--- config.mk ---
export PLATFORM = sky130hd
export DESIGN_NAME = seg_scan
export DESIGN_NICKNAME = d
export VERILOG_FILES = /design/src/rtl/seg_pkg.sv /design/src/rtl/seg_hex.sv /design/src/rtl/seg_scan.sv
export SDC_FILE = /design/constraint.sdc
export NUM_CORES = 1
export LEC_CHECK = 0
export ABC_AREA = 1
export CAP_MARGIN = 0
export CORE_UTILIZATION = 51
export DETAILED_ROUTE_END_ITERATION = 6
export GPL_ROUTABILITY_DRIVEN = 1
export PLACE_DENSITY = 0.84
export SLEW_MARGIN = 20
export SYNTH_ARGS = -nofsm -noshare
export SYNTH_HDL_FRONTEND = slang
export SYNTH_SLANG_ARGS = --single-unit
--- constraint.sdc ---
create_clock -name clk -period 3.1 [get_ports clk]
set_clock_uncertainty 0.15 [all_clocks]
set_input_delay 0.775 -clock clk [delete_from_list [all_inputs] [get_ports clk]]
set_output_delay 0.775 -clock clk [all_outputs]
set_load 0.02 [all_outputs]
--- src/rtl/seg_pkg.sv ---
// Shared constants for the 7-segment scan controller: state encoding,
// active-high segment patterns {a..g}, and the "all dark" output values.
package seg_pkg;

   typedef enum logic {
      S_BLANK = 1'b0,
      S_SHOW  = 1'b1
   } state_e;

   localparam logic [6:0] SEG_0 = 7'h7E;
   localparam logic [6:0] SEG_1 = 7'h30;
   localparam logic [6:0] SEG_2 = 7'h6D;
   localparam logic [6:0] SEG_3 = 7'h79;
   localparam logic [6:0] SEG_4 = 7'h33;
   localparam logic [6:0] SEG_5 = 7'h5B;
   localparam logic [6:0] SEG_6 = 7'h5F;
   localparam logic [6:0] SEG_7 = 7'h70;
   localparam logic [6:0] SEG_8 = 7'h7F;
   localparam logic [6:0] SEG_9 = 7'h73;
   localparam logic [6:0] SEG_A = 7'h77;
   localparam logic [6:0] SEG_B = 7'h1F;
   localparam logic [6:0] SEG_C = 7'h4E;
   localparam logic [6:0] SEG_D = 7'h3D;
   localparam logic [6:0] SEG_E = 7'h4F;
   localparam logic [6:0] SEG_F = 7'h47;

   localparam logic [7:0]  SEG_OFF = 8'hFF;
   // Wide enough for the largest supported bank; callers slice to NDIG.
   localparam logic [15:0] AN_OFF  = 16'hFFFF;

endpackage

--- src/rtl/seg_hex.sv ---
// Combinational hex nibble to active-high {a..g} segment pattern.
module seg_hex
   import seg_pkg::*;
(
   input  logic [3:0] nib,
   output logic [6:0] seg
);

   always_comb begin
      seg = SEG_0;
      case (nib)
         4'h0: seg = SEG_0;
         4'h1: seg = SEG_1;
         4'h2: seg = SEG_2;
         4'h3: seg = SEG_3;
         4'h4: seg = SEG_4;
         4'h5: seg = SEG_5;
         4'h6: seg = SEG_6;
         4'h7: seg = SEG_7;
         4'h8: seg = SEG_8;
         4'h9: seg = SEG_9;
         4'hA: seg = SEG_A;
         4'hB: seg = SEG_B;
         4'hC: seg = SEG_C;
         4'hD: seg = SEG_D;
         4'hE: seg = SEG_E;
         4'hF: seg = SEG_F;
      endcase
   end

endmodule

--- src/rtl/seg_scan.sv ---
// Time-multiplexed scan of NDIG common-anode digits through one decoder,
// with a dark gap between slots and a frame pulse after the last digit.
module seg_scan
   import seg_pkg::*;
#(
   parameter int NDIG  = 8,
   parameter int DWELL = 1000,
   parameter int BLANK = 4
) (
   input  logic                    clk,
   input  logic                    rst,
   input  logic                    wr_en,
   input  logic [$clog2(NDIG)-1:0] wr_idx,
   input  logic [3:0]              wr_data,
   input  logic                    wr_dp,
   input  logic [NDIG-1:0]         en_mask,
   output logic [NDIG-1:0]         o_an,
   output logic [7:0]              o_seg,
   output logic                    o_frame
);

   localparam int IW   = $clog2(NDIG);
   localparam int CMAX = (DWELL > BLANK) ? DWELL : BLANK;
   localparam int CW   = (CMAX > 1) ? $clog2(CMAX) : 1;

   localparam logic [CW-1:0] DWELL_LAST = CW'(DWELL - 1);
   localparam logic [CW-1:0] BLANK_LAST = CW'(BLANK - 1);
   localparam logic [IW-1:0] LAST_IDX   = IW'(NDIG - 1);

   state_e          state_q, state_d;
   logic [CW-1:0]   cnt_q, cnt_d;
   logic [IW-1:0]   idx_q, idx_d;
   logic            pend_q, pend_d;

   logic [3:0]      nib_q [NDIG];
   logic [3:0]      nib_d [NDIG];
   logic [NDIG-1:0] dp_q, dp_d;

   logic            wr_en_q, wr_en_d;
   logic [IW-1:0]   wr_idx_q, wr_idx_d;
   logic [3:0]      wr_data_q, wr_data_d;
   logic            wr_dp_q, wr_dp_d;

   logic [NDIG-1:0] an_q, an_d;
   logic [7:0]      seg_q, seg_d;
   logic            frame_q, frame_d;

   logic            wr_ok;
   logic [6:0]      hex_seg;

   // Only non-power-of-two banks can address a digit that does not exist.
   if ((1 << IW) > NDIG) begin : g_idx_lim
      assign wr_ok = (wr_idx < IW'(NDIG));
   end else begin : g_idx_full
      assign wr_ok = 1'b1;
   end

   seg_hex u_hex (
      .nib (nib_q[idx_q]),
      .seg (hex_seg)
   );

   // NOTE: every always_comb output gets a default first so no path can infer a latch.
   always_comb begin
      state_d = state_q;
      cnt_d   = cnt_q + 1'b1;
      idx_d   = idx_q;
      pend_d  = 1'b0;
      if (state_q == S_BLANK) begin
         if (cnt_q == BLANK_LAST) begin
            state_d = S_SHOW;
            cnt_d   = '0;
         end
      end else if (cnt_q == DWELL_LAST) begin
         state_d = S_BLANK;
         cnt_d   = '0;
         idx_d   = (idx_q == LAST_IDX) ? '0 : idx_q + 1'b1;
         pend_d  = (idx_q == LAST_IDX);
      end
   end

   // Writes pass through one capture stage before landing in the buffer.
   always_comb begin
      wr_en_d   = wr_en & wr_ok;
      wr_idx_d  = wr_idx;
      wr_data_d = wr_data;
      wr_dp_d   = wr_dp;
      nib_d     = nib_q;
      dp_d      = dp_q;
      if (wr_en_q) begin
         nib_d[wr_idx_q] = wr_data_q;
         dp_d[wr_idx_q]  = wr_dp_q;
      end
   end

   always_comb begin
      an_d    = AN_OFF[NDIG-1:0];
      seg_d   = SEG_OFF;
      frame_d = pend_q;
      if (state_q == S_SHOW && en_mask[idx_q]) begin
         an_d[idx_q] = 1'b0;
         seg_d       = ~{hex_seg, dp_q[idx_q]};
      end
   end

   // NOTE: the digit buffer is reset because a cleared display is part of the reset state.
   always_ff @(posedge clk or posedge rst) begin
      if (rst) begin
         state_q   <= S_BLANK;
         cnt_q     <= '0;
         idx_q     <= '0;
         pend_q    <= 1'b0;
         nib_q     <= '{default: '0};
         dp_q      <= '0;
         wr_en_q   <= 1'b0;
         wr_idx_q  <= '0;
         wr_data_q <= '0;
         wr_dp_q   <= 1'b0;
         an_q      <= AN_OFF[NDIG-1:0];
         seg_q     <= SEG_OFF;
         frame_q   <= 1'b0;
      end else begin
         state_q   <= state_d;
         cnt_q     <= cnt_d;
         idx_q     <= idx_d;
         pend_q    <= pend_d;
         nib_q     <= nib_d;
         dp_q      <= dp_d;
         wr_en_q   <= wr_en_d;
         wr_idx_q  <= wr_idx_d;
         wr_data_q <= wr_data_d;
         wr_dp_q   <= wr_dp_d;
         an_q      <= an_d;
         seg_q     <= seg_d;
         frame_q   <= frame_d;
      end
   end

   assign o_an    = an_q;
   assign o_seg   = seg_q;
   assign o_frame = frame_q;

endmodule

==> out/qor.yml <==
drv_cap: 0
dieArea_um2: 7790
tns_ns: 0
synth_nets: 488
status: "finished, final reports clean"
htreeDepth: 3
num-fill-cells: 614
die_h_um: 88.2
rows: 31
holdWs_ns: 0.212
crit_type: "reg2out"
routedWlPerCell_um: 12.4
clock_tree.buffer_depth: 2
min_path_cells: 0
first_global_vias: 2883
fin_crit_ns: 2.40
drtIter0Drc: 199
synthCells: 461
timing.rr.end: "o_seg[6]"
post_cts_resize_count: 0
max_stage_delay_ns: 0.60
worstPathArrival_ns: 1.47
startpoint: "o_an[5]"
die_w_um: 88.2
netlist-cell-type-count: 22
io_pins: 36
crit_fanout: 1
fin_cells: 603
crit_chain: "clkdlybuf4s50_1"
slew_viol_final: 0
place_congestion: 0.865
cp-start-kind: "register"
placedCellCount: 587
p_leak_uw: 0.00218
seq_area_frac_synth_pct: 54.0
r2r-start: "idx_q[0]"
synth_warnings: 0
cp-end-kind: "output port"
hold_start: "frame_d"
grt_setup_unrepaired: "false"
power_density_nw_per_um2: 552
drt_pass1_iterations: 4
diodes: 0
synthToLayoutAreaGrowth_pct: 16.1
cts_tree: "built"
drcViolationCount: 0
cp_slowest_cell: "clkdlybuf4s50_1"
layout-drive-gt1-share_pct: 10.1
worst_pin_slew_ns: 0.606
root_buffer: "clkbuf_8"
ant_nets: 0
peakVddDrop_mv: 0.310
final_util_pct: 61.0
via_per_inst: 5.07
ff2ff_path_depth: 13
r2r_slack_ns: 0.81
synth-seq-cells: 81
final_nets: 526
coreArea_um2: 7210
synth_area_per_cell_um2: 8.23
cts_sinks: 81
dpl.hpwl_um: 5130
cp_data_required_time_ns: 2.17
p_total_uw: 2430
max_freq_mhz: 417
numCtsBuffers: 9
setup_viol: 0
worstHoldEndpoint: "o_frame"
hp-class: "reg2reg"
synth.cell_area_um2: 3790
path_buf_inv: 1
hold_viol_final: 0
cpLargestDelayFamily: "buffers and inverters"
grt_start_max_net_pins: 82
num_vias: 3059
max_slew_margin_pct: 59.4
finalCritPeriodShare_pct: 77.4
postCtsSetupRepairBufs: 0
worstSkewPairLatency_ns: 0.35
path_clk_slew_ns: 0.08
antenna_found_initial: 0
grt_overflow: 0
totalWireLength_um: 7490
hold_buffers: 0
grt_pass1_wl_um: 12800
start_util_pct: 52.6
grt.total_usage_pct: 21.7
port_buffers: 35
==> state kept, by name, summed over array words and instances (netlist names), 3 cells and up <==
| register | flops |
|---|---|
| cnt_q | 10 |
| wr_idx_q | 3 |
| o_an | 8 |
| wr_data_q | 4 |
| o_seg | 8 |
| nib_q | 32 |
| idx_q | 3 |
| dp_q | 8 |
==> cell usage after synthesis <==
| master | instances | share of area (%) |
|---|---|---|
| nor3_1 | 6 | 0.79 |
| nand2_2 | 4 | 0.66 |
| ha_1 | 8 | 2.6 |
| buf_6 | 5 | 1.5 |
| o21ai_0 | 45 | 5.9 |
| dfrtp_1 | 65 | 43 |
| nand4_1 | 1 | 0.17 |
| nor2_2 | 1 | 0.17 |
| buf_4 | 3 | 0.59 |
| nand3_1 | 40 | 5.3 |
| nor4_1 | 1 | 0.17 |
| dfstp_2 | 16 | 11 |
| nor2_1 | 34 | 3.4 |
| xor2_1 | 4 | 0.92 |
| nor2_4 | 3 | 0.89 |
| a21oi_1 | 8 | 1.1 |
| nand2_4 | 1 | 0.30 |
| nand2_1 | 161 | 16 |
| nor3_2 | 1 | 0.26 |
| inv_1 | 45 | 4.5 |
| inv_2 | 6 | 0.59 |
| buf_2 | 3 | 0.40 |
==> report_power, final <==
part           internal [uW]  leakage, uW  switching, uW
combinational            168      0.00111            251
clock                    375    0.0000929            382
sequential              1190     0.000972           61.9
==> metrics by stage <==
stage / area (um^2) / setup slack [ns]
final: 4400 / 0.701
after global routing: 4400 / 0.558
after CTS: 4400 / 0.679
after detailed placement: 4210 / 0.854
after global placement: 4210 / 0.882
after floorplan: 3790 / 0.121
==> worst max-delay path by stage <==
stage | to | slack [ns] | cells past startpoint
floorplan | cnt_q[0] | 0.12 | 1
global placement | o_an[3] | 0.88 | 10
detailed placement | o_an[2] | 0.85 | 10
CTS | o_an[5] | 0.68 | 1
global route | o_seg[6] | 0.56 | 13
finish | o_an[5] | 0.70 | 1
==> final cells by class <==
class / instances / area (um^2) / share of cell area [%]
Inverter: 51 / 191 / 4.35
Sequential cell: 81 / 2050 / 46.5
Tap cell: 99 / 124 / 2.81
Timing Repair Buffer: 38 / 385 / 8.75
Clock buffer: 10 / 128 / 2.90
Clock inverter: 6 / 67.6 / 1.53
Multi-Input combinational cell: 318 / 1460 / 33.2
==> metal layers <==
metal,up-vias,global-route usage [%],share of wire [%]
met5,-,0,0
met3,24,4.66,5.3
met2,103,35.0,48
li1,1522,-,-
met1,1410,27.1,43
met4,0,12.6,3.4
==> cells in the final DEF, fill, tap and decap left out, types with 2 or more instances in the layout <==
| cell type | netlist | layout |
|---|---|---|
| nand2_1 | 161 | 161 |
| dfrtp_1 | 65 | 65 |
| o21ai_0 | 45 | 45 |
| inv_1 | 45 | 44 |
| nand3_1 | 40 | 40 |
| clkdlybuf4s50_1 | 0 | 35 |
| nor2_1 | 34 | 34 |
| dfstp_2 | 16 | 16 |
| clkbuf_8 | 0 | 9 |
| a21oi_1 | 8 | 8 |
| ha_1 | 8 | 8 |
| inv_2 | 6 | 7 |
| nor3_1 | 6 | 6 |
| xor2_1 | 4 | 4 |
| nand2_2 | 4 | 4 |
| nor2_4 | 3 | 3 |
| clkinvlp_4 | 0 | 2 |
| buf_4 | 3 | 2 |
==> kinds of logic after synthesis <==
logic type      after synthesis  share of synthesized area (%)
simple gates                253                           28.0
flops                        81                           54.0
buf+inv                      62                           7.52
compound gates               53                           6.99
fa+ha+maj                     8                           2.64
xor+xnor                      4                          0.923
Power figures use the tool's default switching activity.
